<file path="config.mk">
export PLATFORM = sky130hd
export DESIGN_NAME = load_store_unit
export DESIGN_NICKNAME = d
export VERILOG_FILES = /design/src/rtl/load_store_unit.sv
export SDC_FILE = /design/constraint.sdc
export NUM_CORES = 1
export LEC_CHECK = 0
export CAP_MARGIN = 20
export CORE_ASPECT_RATIO = 0.6
export CORE_MARGIN = 2
export CORE_UTILIZATION = 47
export DETAILED_ROUTE_END_ITERATION = 10
export PLACE_DENSITY = 0.91
export RECOVER_POWER = 50
export SLEW_MARGIN = 20
export SYNTH_ARGS = -nofsm -noshare
export SYNTH_HDL_FRONTEND = slang
export SYNTH_SLANG_ARGS = --single-unit
</file>
<file path="constraint.sdc">
create_clock -name clk -period 4.1 [get_ports clk]
set_clock_uncertainty 0.2 [all_clocks]
set_input_delay 0.41 -clock clk [delete_from_list [all_inputs] [get_ports clk]]
set_output_delay 0.41 -clock clk [all_outputs]
set_load 0.02 [all_outputs]
</file>
<file path="src/rtl/load_store_unit.sv">
// Load/store unit: initiator side of the word-indexed data-memory port.
// Takes one request at a time over valid/ready, checks it for faults, and
// performs byte/halfword/word loads and stores. Sub-word stores are done as
// read-modify-write. Every request ends with a single-cycle response pulse.
module load_store_unit #(
  parameter int DEPTH = 64
) (
  input  logic        clk,
  input  logic        reset,
  input  logic        req_valid,
  output logic        req_ready,
  input  logic        req_write,
  input  logic [1:0]  req_size,
  input  logic        req_unsigned,
  input  logic [31:0] req_addr,
  input  logic [31:0] req_wdata,
  output logic        resp_valid,
  output logic [31:0] resp_rdata,
  output logic        resp_fault,
  output logic        mem_we,
  output logic [31:0] mem_addr,
  output logic [31:0] mem_wdata,
  input  logic [31:0] mem_rdata
);

  // FSM encoding
  localparam logic [1:0] IDLE  = 2'd0;
  localparam logic [1:0] READ  = 2'd1;
  localparam logic [1:0] WRITE = 2'd2;
  localparam logic [1:0] RESP  = 2'd3;

  // Access size encoding on req_size
  localparam logic [1:0] SIZE_BYTE = 2'd0;
  localparam logic [1:0] SIZE_HALF = 2'd1;
  localparam logic [1:0] SIZE_WORD = 2'd2;
  localparam logic [1:0] SIZE_RSVD = 2'd3;

  // Word-index limit, sized to match addr[31:2]
  localparam logic [29:0] DEPTH_W = 30'(DEPTH);

  logic [1:0]  state_q,      state_d;
  logic        write_q,      write_d;
  logic [1:0]  size_q,       size_d;
  logic        unsigned_q,   unsigned_d;
  logic [1:0]  lane_q,       lane_d;       // byte offset within the word
  logic [15:0] wdata_q,      wdata_d;      // only the sub-word part is merged later
  logic [31:0] mem_addr_q,   mem_addr_d;
  logic [31:0] mem_wdata_q,  mem_wdata_d;
  logic [31:0] resp_rdata_q, resp_rdata_d;
  logic        resp_fault_q, resp_fault_d;

  // Fault conditions evaluated on the live request at accept time.
  function automatic logic req_fault(input logic [1:0] size, input logic [31:0] addr);
    logic bad;
    bad = 1'b0;
    case (size)
      SIZE_HALF: bad = addr[0];
      SIZE_WORD: bad = (addr[1:0] != 2'b00);
      SIZE_RSVD: bad = 1'b1;
      default:   bad = 1'b0;
    endcase
    if (addr[31:2] >= DEPTH_W) bad = 1'b1;
    return bad;
  endfunction

  // Select the addressed lane of a memory word and extend it to 32 bits.
  function automatic logic [31:0] load_extract(input logic [31:0] word,
                                               input logic [1:0]  size,
                                               input logic [1:0]  lane,
                                               input logic        is_unsigned);
    logic [7:0]  b;
    logic [15:0] h;
    logic [31:0] res;
    b   = word[7:0];
    h   = word[15:0];
    res = word;
    case (size)
      SIZE_BYTE: begin
        case (lane)
          2'd0:    b = word[7:0];
          2'd1:    b = word[15:8];
          2'd2:    b = word[23:16];
          default: b = word[31:24];
        endcase
        res = is_unsigned ? {24'h0, b} : {{24{b[7]}}, b};
      end
      SIZE_HALF: begin
        h   = lane[1] ? word[31:16] : word[15:0];
        res = is_unsigned ? {16'h0, h} : {{16{h[15]}}, h};
      end
      default: res = word;
    endcase
    return res;
  endfunction

  // Replace the addressed lane of a memory word with the store data.
  function automatic logic [31:0] merge_store(input logic [31:0] word,
                                              input logic [1:0]  size,
                                              input logic [1:0]  lane,
                                              input logic [15:0] data);
    logic [31:0] res;
    res = word;
    case (size)
      SIZE_BYTE: begin
        case (lane)
          2'd0:    res[7:0]   = data[7:0];
          2'd1:    res[15:8]  = data[7:0];
          2'd2:    res[23:16] = data[7:0];
          default: res[31:24] = data[7:0];
        endcase
      end
      SIZE_HALF: begin
        if (lane[1]) res[31:16] = data;
        else         res[15:0]  = data;
      end
      default: res = word;
    endcase
    return res;
  endfunction

  // Next-state and datapath decisions for the request FSM.
  always_comb begin
    // NOTE: every target gets a hold value first so no path leaves it unassigned and infers a latch.
    state_d      = state_q;
    write_d      = write_q;
    size_d       = size_q;
    unsigned_d   = unsigned_q;
    lane_d       = lane_q;
    wdata_d      = wdata_q;
    mem_addr_d   = mem_addr_q;
    mem_wdata_d  = mem_wdata_q;
    resp_rdata_d = resp_rdata_q;
    resp_fault_d = resp_fault_q;

    case (state_q)
      IDLE: begin
        if (req_valid) begin
          write_d    = req_write;
          size_d     = req_size;
          unsigned_d = req_unsigned;
          lane_d     = req_addr[1:0];
          wdata_d    = req_wdata[15:0];
          mem_addr_d = {2'b00, req_addr[31:2]};
          if (req_fault(req_size, req_addr)) begin
            // Faults skip the memory entirely and respond next cycle.
            resp_rdata_d = 32'h0;
            resp_fault_d = 1'b1;
            state_d      = RESP;
          end else if (req_write && (req_size == SIZE_WORD)) begin
            // Full-word stores need no read, so the write data is final now.
            mem_wdata_d = req_wdata;
            state_d     = WRITE;
          end else begin
            state_d = READ;
          end
        end
      end
      READ: begin
        if (write_q) begin
          mem_wdata_d = merge_store(mem_rdata, size_q, lane_q, wdata_q);
          state_d     = WRITE;
        end else begin
          resp_rdata_d = load_extract(mem_rdata, size_q, lane_q, unsigned_q);
          resp_fault_d = 1'b0;
          state_d      = RESP;
        end
      end
      WRITE: begin
        resp_rdata_d = 32'h0;
        resp_fault_d = 1'b0;
        state_d      = RESP;
      end
      default: begin
        state_d = IDLE;
      end
    endcase
  end

  // State and data registers; reset aborts any in-flight request.
  always_ff @(posedge clk or posedge reset) begin
    if (reset) begin
      state_q      <= IDLE;
      write_q      <= 1'b0;
      size_q       <= 2'b00;
      unsigned_q   <= 1'b0;
      lane_q       <= 2'b00;
      wdata_q      <= 16'h0;
      mem_addr_q   <= 32'h0;
      mem_wdata_q  <= 32'h0;
      resp_rdata_q <= 32'h0;
      resp_fault_q <= 1'b0;
    end else begin
      // NOTE: non-blocking updates so every register samples pre-edge values, as real flops do.
      state_q      <= state_d;
      write_q      <= write_d;
      size_q       <= size_d;
      unsigned_q   <= unsigned_d;
      lane_q       <= lane_d;
      wdata_q      <= wdata_d;
      mem_addr_q   <= mem_addr_d;
      mem_wdata_q  <= mem_wdata_d;
      resp_rdata_q <= resp_rdata_d;
      resp_fault_q <= resp_fault_d;
    end
  end

  // Handshake and write strobe are decoded from state so reset drops them at once.
  always_comb begin
    req_ready  = (state_q == IDLE);
    resp_valid = (state_q == RESP);
    mem_we     = (state_q == WRITE);
    resp_rdata = resp_rdata_q;
    resp_fault = resp_fault_q;
    mem_addr   = mem_addr_q;
    mem_wdata  = mem_wdata_q;
  end

endmodule

</file>
==> impl_metrics.toml, run 1 <==
[clock_network]
ctsHoldBuffers = 0
ctsLongestPathBuffers = 2
numCtsBuffers = 17
tritoncts = "yes"
cts-resized-gates = 0
cts_sinks = 119
cts_setup_buffers = 0
insertion_delay_ns = 0.42
cts-root-buf = "clkbuf_16"
htreeDepth = 4
path_clk_slew_ns = 0.05

[drt]
drt-pass1-iter-count = 5
wl_um = 19020
post-route-drc-count = 0
vias = 5436
postRouteAntennaNets = 0
wl_per_cell_um = 20.17
vias_per_cell = 5.765
drt_iter0_drc = 469

[power_and_ir_drop]
ir_worst_vdd_mv = 0.5178
p_leak_nw = 3.859
power.share.clock_pct = 20.6
p_sw_w = 0.002983
power.density_nw_per_um2 = 824.2
p_int_w = 0.004311
swShare_pct = 40.89
seq_power_share_pct = 29.0
p_comb_share_pct = 50.5

[sta]
finalCritPeriodShare_pct = 75.17
rsz0062_at_grt = "no"
min_period_ns = 3.082
fmax_mhz = 324.5
setup_viol = 0
hold_viol_final = 0
drv_slew = 62
worst_pin_slew_ns = 2.717
timing.setup.tns_ns = 0
maxSlewHeadroom_pct = -82.13
finalWorstSetupSlack_ns = 1.018

[yosys]
ys_ff_latch = 119
synthCells = 573
yosysSeqAreaShare_pct = 48.34
synth-edff-count = 0
synth_top_area_share_pct = 48.34
synth-async-reset-ratio_pct = 100.0
synth.top_cells.by_area = "dfrtp_1, mux2_2, mux2i_1"
avgSynthCellArea_sq_um = 10.75
yosysUniqueCellTypes = 46
yosys_warnings = 0
yosys.area.top_type = "dfrtp_1"
synth_ff_type = "dfrtp_1"
syn_area_sq_um = 6160

[placement]
dp.final_hpwl_um = 14010
place_ws_ns = 0.8979
numPortBuffers = 200
dpl.cell_count = 911
place_congestion = 0.9417

[floorplanning]
coreArea_sq_um = 12810
rows = 32
die_w_um = 151.8
die_h_um = 92.68
dieArea_sq_um = 14070
io_pins = 203
initial_utilization_pct = 48.08

[worst_setup_path]
rr_endpoint = "mem_wdata[23]$_DFFE_PP0P_"
crit_family = "buffers and inverters"
worstSetupPathDepth = 3
path_class = "in -> async"
critPathMaxFanout = 61
arrival_ns = 3.34
required_ns = 4.36
crit_path_end_kind = "asynchronous set/reset pin"
cpPeakStageDelay_ns = 1.53
crit_end = "resp_rdata[25]$_DFFE_PP0P_"
crit_slowest_cell = "clkinvlp_2"
critPathBufInv = 3
worst-r2r-cell-count = 5
worst_setup_path_start_kind = "input pin"
rrSetupSlack_ns = 1.07
worstSetupStartpoint = "reset"
r2r_start = "lane_q[1]$_DFFE_PP0P_"
worstPathCellList = "dlygate4sd3_1 > clkinvlp_2 > clkbuf_2"

[global_route]
grt_use_total_pct = 27.99
grt_pass1_wl_um = 29810
grt_start_max_net_pins = 62
grt_pass1_vias = 5407
overflow = 0
antenna_found_initial = 0

[finish]
n_antenna_cell = 0
layout-drive-gt1-share_pct = 18.11
layout_common_cells = "clkdlybuf4s50_1, dfrtp_1, mux2_2"
fin_nets = 867
area_delta_synth_final_pct = 43.67
finalNonFillerCells = 943
fill_cells = 944
mostFrequentLayoutCell = "clkdlybuf4s50_1"

[min_path]
hold_path_depth = 1
worstHoldPathType = "reg -> reg"

[status]
outcome = "complete, but fails checks"
violations = "max-capacitance violations, max-slew violations"

[flow_run]
drv_cap = 1
power by group through the flow:
| stage | combinational, W | clock [W] | sequential, W |
|---|---|---|---|
| after floorplan | 0.00196 | 0 | 0.00245 |
| after global placement | 0.00361 | 0 | 0.00210 |
| after detailed placement | 0.00372 | 0 | 0.00212 |
| after CTS | 0.00374 | 0.00151 | 0.00211 |
| after global routing | 0.00395 | 0.00157 | 0.00218 |
| final | 0.00368 | 0.00150 | 0.00211 |
kinds of logic (layout without fill, tap and decap cells):
kind of cell | count (synthesis) | in the layout | synth area share, %
other | 1 | 2 | 0.06088
AOI/OAI and AO/OA | 132 | 132 | 14.28
adders and majority gates | 4 | 4 | 0.8125
and+or+nand+nor | 115 | 115 | 8.227
DFF | 119 | 119 | 48.34
muxes | 128 | 128 | 22.93
buffers and inverters | 74 | 273 | 5.342
metal layers:
metal,vias up,share of wire [%],global-route usage (%)
li1,2447,-,-
met1,2698,44,39.71
met2,271,45,42.38
met3,20,10,8.424
met4,0,0.88,6.327
met5,-,0,0
worst min path at each step:
stage                     slack (ns)                    endpoint                  startpoint
final                           0.30   resp_rdata[8]$_DFFE_PP0P_   resp_rdata[8]$_DFFE_PP0P_
after global routing            0.32     mem_addr[7]$_DFFE_PP0P_     mem_addr[7]$_DFFE_PP0P_
after CTS                       0.30   resp_rdata[8]$_DFFE_PP0P_   resp_rdata[8]$_DFFE_PP0P_
after detailed placement        0.29  resp_rdata[11]$_DFFE_PP0P_  resp_rdata[11]$_DFFE_PP0P_
after global placement          0.27  resp_rdata[10]$_DFFE_PP0P_  resp_rdata[10]$_DFFE_PP0P_
after floorplan                 0.28     wdata_q[15]$_DFFE_PP0P_     wdata_q[15]$_DFFE_PP0P_
sequential cells by signal, indices dropped and copies added (netlist names):
name and flops:
unsigned_q 1, mem_wdata 32, state_q 2, resp_fault 1
lane_q 2, write_q 1, wdata_q 16, size_q 2
resp_rdata 32, mem_addr 30
synth_stat cells, types with 2 or more instances:
library cell  number
dfrtp_1          119
mux2_2            90
a21oi_1           49
nand2_1           45
nor2_1            37
inv_1             32
mux2i_1           32
clkbuf_1          20
a31oi_1           18
a22oi_1           12
nor3_1            10
o211ai_1          10
o221ai_1          10
buf_4              8
o21ai_0            8
a22o_1             7
nor4_1             7
buf_1              6
buf_2              5
mux2_1             5
ha_1               4
nand2b_1           4
o21ai_1            4
a221oi_1           3
nor2b_1            3
buf_6              2
nand2_2            2
nand3b_1           2
o22a_1             2
final cells by class:
type | instances | area (sq um) | area share (%)
clock buffers | 17 | 425.4 | 4.807
inverters | 33 | 125.1 | 1.414
flip-flops and latches | 119 | 2978 | 33.65
multi-input cells | 381 | 2882 | 32.56
clock inverters | 15 | 170.2 | 1.923
repair buffers | 208 | 2057 | 23.24
well taps | 170 | 212.7 | 2.404
metrics by stage:
| step | area (sq um) | total power [W] | utilization [%] | hold WS (ns) |
|---|---|---|---|---|
| after floorplan | 6163 | 0.004404 | - | 0.2791 |
| after global placement | 8260 | 0.005705 | 64.47 | 0.2698 |
| after detailed placement | 8260 | 0.005841 | 64.47 | 0.2866 |
| after CTS | 8856 | 0.007358 | 69.12 | 0.2993 |
| after global routing | 8850 | 0.007702 | 69.07 | 0.3198 |
| final | 8850 | 0.007294 | 69.07 | 0.2952 |
Power figures use the tool's default switching activity.
==> inputs of run 2 (changes only) <==
==> constraint.sdc (replaced) <==
create_clock -name clk -period 2.85 [get_ports clk]
set_clock_uncertainty 0.2 [all_clocks]
set_input_delay 0.285 -clock clk [delete_from_list [all_inputs] [get_ports clk]]
set_output_delay 0.285 -clock clk [all_outputs]
set_load 0.02 [all_outputs]
==> run 2 against run 1 <==
Compared with the run above: the flow still finishes with violations (max-capacitance violations, max-slew violations); die area is the same; routed wire length shrank 0.73%; final area grew 0.99%; worst setup slack lost 0.75 ns; combinational power grew 48%; critical endpoint is now resp_rdata[9]$_DFFE_PP0P_.
==> impl_metrics.toml, run 2 (synthesis results as in run 1) <==
[status]
outcome = "complete, but fails checks"
violations = "max-capacitance violations, max-slew violations"

[finish]
n_antenna_cell = 0
finalNonFillerCells = 954
area_delta_synth_final_pct = 45.09
fill_cells = 940
fin_nets = 878
layout_common_cells = "clkdlybuf4s50_1, dfrtp_1, mux2_2"
layout-drive-gt1-share_pct = 19.26
mostFrequentLayoutCell = "clkdlybuf4s50_1"

[sta]
setup_viol = 0
fmax_mhz = 387.0
worst_pin_slew_ns = 1.626
finalCritPeriodShare_pct = 90.67
min_period_ns = 2.584
timing.setup.tns_ns = 0
hold-worst-slack_ns = 0.2708
hold_viol_final = 0
rsz0062_at_grt = "no"
drv_slew = 120
maxSlewHeadroom_pct = -8.415

[power_and_ir_drop]
p_leak_nw = 3.896
p_int_w = 0.006222
power.density_nw_per_um2 = 1172
p_total_w = 0.01048
power.share.clock_pct = 18.9
p_sw_w = 0.004256
p_comb_share_pct = 51.9
seq_power_share_pct = 29.2
swShare_pct = 40.62
ir_worst_vdd_mv = 0.6339

[clock_network]
cts-resized-gates = 0
tritoncts = "yes"
numCtsBuffers = 17
cts-root-buf = "clkbuf_16"
insertion_delay_ns = 0.41
path_clk_slew_ns = 0.05
cts_setup_buffers = 0
htreeDepth = 4
ctsHoldBuffers = 0
cts_sinks = 119
ctsLongestPathBuffers = 2

[worst_setup_path]
crit_slowest_cell = "dfrtp_1"
path_class = "reg -> reg"
arrival_ns = 2.67
worst-r2r-cell-count = 5
rrSetupSlack_ns = 0.27
worstPathCellList = "clkinv_1 > a22o_1 > a22oi_1 > a21oi_1 > mux2_1"
required_ns = 2.94
r2r_start = "lane_q[1]$_DFFE_PP0P_"
worst_setup_path_start_kind = "flip-flop"
crit_family = "flip-flops"
critPathBufInv = 1
crit_path_end_kind = "flip-flop"
rr_endpoint = "resp_rdata[9]$_DFFE_PP0P_"
cpPeakStageDelay_ns = 0.75
critPathMaxFanout = 21

[floorplanning]
initial_utilization_pct = 48.08
coreArea_sq_um = 12810
die_h_um = 92.68
rows = 32
io_pins = 203
die_w_um = 151.8
dieArea_sq_um = 14070

[min_path]
hp-start = "req_wdata[31]"
whs_endpoint = "mem_wdata[31]$_DFFE_PP0P_"
worstHoldPathType = "in -> reg"
hold_path_depth = 3

[global_route]
grt_pass1_wl_um = 29050
overflow = 0
grt_pass1_vias = 5418
antenna_found_initial = 0
grt_use_total_pct = 27.50
grt_start_max_net_pins = 120

[drt]
post-route-drc-count = 0
vias = 5465
wl_um = 18880
vias_per_cell = 5.729
postRouteAntennaNets = 0
drt-pass1-iter-count = 5
drt_iter0_drc = 291
wl_per_cell_um = 19.79

[placement]
place_congestion = 0.9262
dpl.cell_count = 922
dp.final_hpwl_um = 13890
numPortBuffers = 200

[flow_run]
drv_cap = 1
-- run 2: cell count changes in the layout (fill, tap and decap cells not counted), sizes merged --
cell and change:
buf +12, inv -4, clkbuf +3, clkinvlp +2
bufinv -2
-- run 2: layer usage --
| metal | routed length [um] | share of wire, % | GRT usage [%] | vias up |
|---|---|---|---|---|
| met5 | 0 | 0 | 0 | - |
| met4 | 231 | 1.2 | 8.102 | 0 |
| met3 | 1883 | 10 | 8.719 | 27 |
| met2 | 8052 | 43 | 39.86 | 272 |
| met1 | 8711 | 46 | 39.47 | 2699 |
| li1 | - | - | - | 2467 |
-- run 2: final cells by class --
type	count	area [sq um]	share of cell area [%]
Clock inverter	11	75.07	0.8400
Clock buffer	21	480.5	5.376
Inverter	33	127.6	1.428
Timing Repair Buffer	219	2182	24.42
Tap cell	170	212.7	2.380
Multi-Input combinational cell	381	2882	32.24
Sequential cell	119	2978	33.32
-- run 2: worst max-delay path by stage --
| stage | startpoint | end | slack, ns | depth (start not counted) |
|---|---|---|---|---|
| floorplan | state_q[0]$_DFFE_PP0N_ | mem_wdata[0]$_DFFE_PP0P_ | 0.33 | 7 |
| global placement | req_addr[13] | mem_wdata[25]$_DFFE_PP0P_ | 0.12 | 9 |
| detailed placement | req_addr[13] | resp_rdata[11]$_DFFE_PP0P_ | 0.07 | 8 |
| CTS | lane_q[1]$_DFFE_PP0P_ | resp_rdata[9]$_DFFE_PP0P_ | 0.37 | 5 |
| global route | lane_q[1]$_DFFE_PP0P_ | resp_rdata[4]$_DFFE_PP0P_ | 0.16 | 4 |
| finish | lane_q[1]$_DFFE_PP0P_ | resp_rdata[9]$_DFFE_PP0P_ | 0.27 | 5 |
-- run 2: stage by stage --
stage | setup WS, ns | util, % | area (sq um)
detailed placement | 0.06546 | 65.52 | 8394
floorplan | 0.3290 | - | 6167
global placement | 0.1249 | 65.52 | 8394
global route | 0.1605 | 69.76 | 8937
CTS | 0.3672 | 69.85 | 8950
finish | 0.2658 | 69.76 | 8937
-- run 2: power by group through the flow --
stage / Sequential (W) / Clock, W / Combinational (W)
finish: 0.00306 / 0.00198 / 0.00544
global route: 0.00315 / 0.00209 / 0.00581
floorplan: 0.00352 / 0 / 0.00282
detailed placement: 0.00307 / 0 / 0.00549
global placement: 0.00303 / 0 / 0.00535
CTS: 0.00306 / 0.00201 / 0.00553
-- run 2: worst register-to-register path: stages, from the launching register on --
cell and delay (ns):
dfrtp_1 0.75, clkinv_1 0.48, a22o_1 0.31, a22oi_1 0.29, a21oi_1 0.13, mux2_1 0.30
==> inputs of run 3 (changes only) <==
--- a/config.mk
+++ b/config.mk
@@ -5,13 +5,15 @@
 export SDC_FILE = /design/constraint.sdc
 export NUM_CORES = 1
 export LEC_CHECK = 0
+export ABC_AREA = 1
 export CAP_MARGIN = 20
 export CORE_ASPECT_RATIO = 0.6
 export CORE_MARGIN = 2
-export CORE_UTILIZATION = 47
+export CORE_UTILIZATION = 49
 export DETAILED_ROUTE_END_ITERATION = 10
 export PLACE_DENSITY = 0.91
 export RECOVER_POWER = 50
+export SETUP_SLACK_MARGIN = 0.1
 export SLEW_MARGIN = 20
 export SYNTH_ARGS = -nofsm -noshare
 export SYNTH_HDL_FRONTEND = slang
==> run 3 against run 2 <==
Compared with the run above: the flow now finishes without violations; sequential share of layout area shrank 3.2 points; flip-flop and latch count stayed put; non-clock buffer count grew 5; worst setup slack improved by 0.079 ns; routed wire length increased by 24%; total power up 18%; combinational power is 29% higher; via count is 41% higher; largest cell class is now multi-input gates.
==> impl_metrics.toml, run 3 <==
[status]
outcome = "complete, no violations"

[clock_network]
tritoncts = "yes"
ctsHoldBuffers = 0
numCtsBuffers = 17
htreeDepth = 4
cts_sinks = 119
ctsLongestPathBuffers = 2
insertion_delay_ns = 0.42
path_clk_slew_ns = 0.06
cts_setup_buffers = 0
cts-root-buf = "clkbuf_16"
cts-resized-gates = 0

[finish]
layout-drive-gt1-share_pct = 10.05
mostFrequentLayoutCell = "nand2_1"
n_antenna_cell = 0
layout_common_cells = "nand2_1, clkdlybuf4s50_1, dfrtp_1"
finalNonFillerCells = 1402
area_delta_synth_final_pct = 37.93
final_core_util_pct = 68.65
fin_nets = 1298

[drt]
vias_per_cell = 5.501
vias = 7713
drt-pass1-iter-count = 6
wl_um = 23450
postRouteAntennaNets = 0
post-route-drc-count = 0
wl_per_cell_um = 16.73
drt_iter0_drc = 908

[placement]
dp.final_hpwl_um = 17560
dpl.cell_count = 1370
place_congestion = 0.9775
numPortBuffers = 200

[yosys]
yosysSeqAreaShare_pct = 41.49
syn_area_sq_um = 7178
ys_ff_latch = 119
synth_most_common_cell = "nand2_1"
synth-edff-count = 0
synth_ff_type = "dfrtp_1"
synth.top_cells.by_area = "dfrtp_1, nand2_1, nand3_1"
avgSynthCellArea_sq_um = 7.107
synthCells = 1010
yosys_warnings = 0
ys_top_cells_by_count = "nand2_1, dfrtp_1, inv_1, nand3_1, nor2_1"
yosys.area.top_type = "dfrtp_1"
synth_top_area_share_pct = 41.49
synth-async-reset-ratio_pct = 100.0
yosysUniqueCellTypes = 32

[global_route]
grt_use_total_pct = 30.60
grt_pass1_wl_um = 37720
grt_start_max_net_pins = 50
antenna_found_initial = 0
grt_pass1_vias = 7413
overflow = 0

[worst_setup_path]
path_class = "reg -> out"
arrival_ns = 2.02
rr_endpoint = "mem_wdata[10]$_DFFE_PP0P_"
worst_setup_path_start_kind = "flip-flop"
crit_family = "buffers and inverters"
crit_path_end_kind = "primary output"
rrSetupSlack_ns = 0.56
worstPathCellList = "inv_1 > ha_1 > clkdlybuf4s50_1"
required_ns = 2.37
critPathMaxFanout = 7
cpPeakStageDelay_ns = 0.69
critPathBufInv = 2
worst-r2r-cell-count = 10
r2r_start = "size_q[1]$_DFFE_PP0P_"
crit_slowest_cell = "clkdlybuf4s50_1"

[sta]
maxSlewHeadroom_pct = 16.98
min_period_ns = 2.505
timing.setup.tns_ns = 0
finalCritPeriodShare_pct = 87.91
fmax_mhz = 399.1
drv_slew = 0
hold-worst-slack_ns = 0.2613
hold_viol_final = 0
worst_pin_slew_ns = 1.245
setup_viol = 0
rsz0062_at_grt = "no"

[min_path]
worstHoldPathType = "in -> async"

[floorplanning]
rows = 34
coreArea_sq_um = 14420
io_pins = 203
die_w_um = 160.3
initial_utilization_pct = 49.77
dieArea_sq_um = 15660
die_h_um = 97.75

[power_and_ir_drop]
power.density_nw_per_um2 = 1251
p_total_w = 0.01239
ir_worst_vdd_mv = 0.8589
p_leak_nw = 4.889

[flow_run]
drv_cap = 0
[run 3: changes by cell type in the layout (fill, tap and decap cells not counted), sizes merged, moves of 8 or more]
cell    previous run  this run
a22oi             12         0
mux2i             32         0
mux2              95        33
a31oi             18         0
a21oi             49        41
nand3              1        85
o211ai            11         0
o21ai             12        70
nand2             47       375
inv               31        91
o221ai            10         0
nor2              37        85
nand4              1        33
[run 3: worst reg2reg max path, delay by kind of cell, from the launching register on]
| family | cells | cell delay [ns] |
|---|---|---|
| buffers and inverters | 3 | 0.86 |
| AND/OR/NAND/NOR | 7 | 0.65 |
| flip-flops | 1 | 0.53 |
[run 3: how the worst max path moves through the flow]
| stage | startpoint | endpoint | slack [ns] | cells past startpoint |
|---|---|---|---|---|
| floorplan | state_q[0]$_DFFE_PP0N_ | resp_rdata[0]$_DFFE_PP0P_ | 0.80 | 11 |
| global placement | req_addr[22] | state_q[0]$_DFFE_PP0N_ | 0.61 | 10 |
| detailed placement | req_addr[24] | state_q[0]$_DFFE_PP0N_ | 0.53 | 10 |
| CTS | state_q[0]$_DFFE_PP0N_ | req_ready | 0.35 | 3 |
| global route | reset | wdata_q[2]$_DFFE_PP0P_ | 0.24 | 3 |
| finish | state_q[0]$_DFFE_PP0N_ | req_ready | 0.34 | 3 |
[run 3: layout make-up]
cell class                 instances  area [sq um]
clock buffer                      17         425.4
clock inverter                    15         192.7
fill                            1197          4521
inverter                          87         327.8
multi-input combinational        742          3543
sequential                       119          2978
tap                              198         247.7
timing repair buffer             224          2186
[run 3: cells by family (layout without fill, tap and decap cells)]
family / count (synthesis) / count (layout) / share of synthesized area [%]
and+or+nand+nor: 589 / 589 / 35.11
buffers and inverters: 150 / 343 / 9.238
DFF: 119 / 119 / 41.49
AOI/OAI and AO/OA: 114 / 114 / 8.245
muxes: 33 / 33 / 5.177
adders and majority gates: 4 / 4 / 0.6973
other: 1 / 2 / 0.05224
[run 3: per-stage QoR]
step	worst slack [ns]	cell area, sq um
global placement	0.6107	9319
finish	0.3445	9901
global route	0.2368	9901
CTS	0.3488	9937
detailed placement	0.5293	9319
floorplan	0.7998	7186
[run 3: power by group]
part / internal, W / leakage, nW / switching (W) / total, W
sequential: 0.00252 / 1.48 / 0.000549 / 0.00307
combinational: 0.00269 / 3.11 / 0.00435 / 0.00704
clock: 0.00140 / 0.301 / 0.000880 / 0.00228
[run 3: metal layers]
layer | GRT usage, % | wire length, um | part of all wire, %
met5 | 0 | 0 | 0
met4 | 9.286 | 440 | 1.9
met3 | 8.709 | 2577 | 11
met2 | 48.09 | 10430 | 44
met1 | 41.58 | 10000 | 43
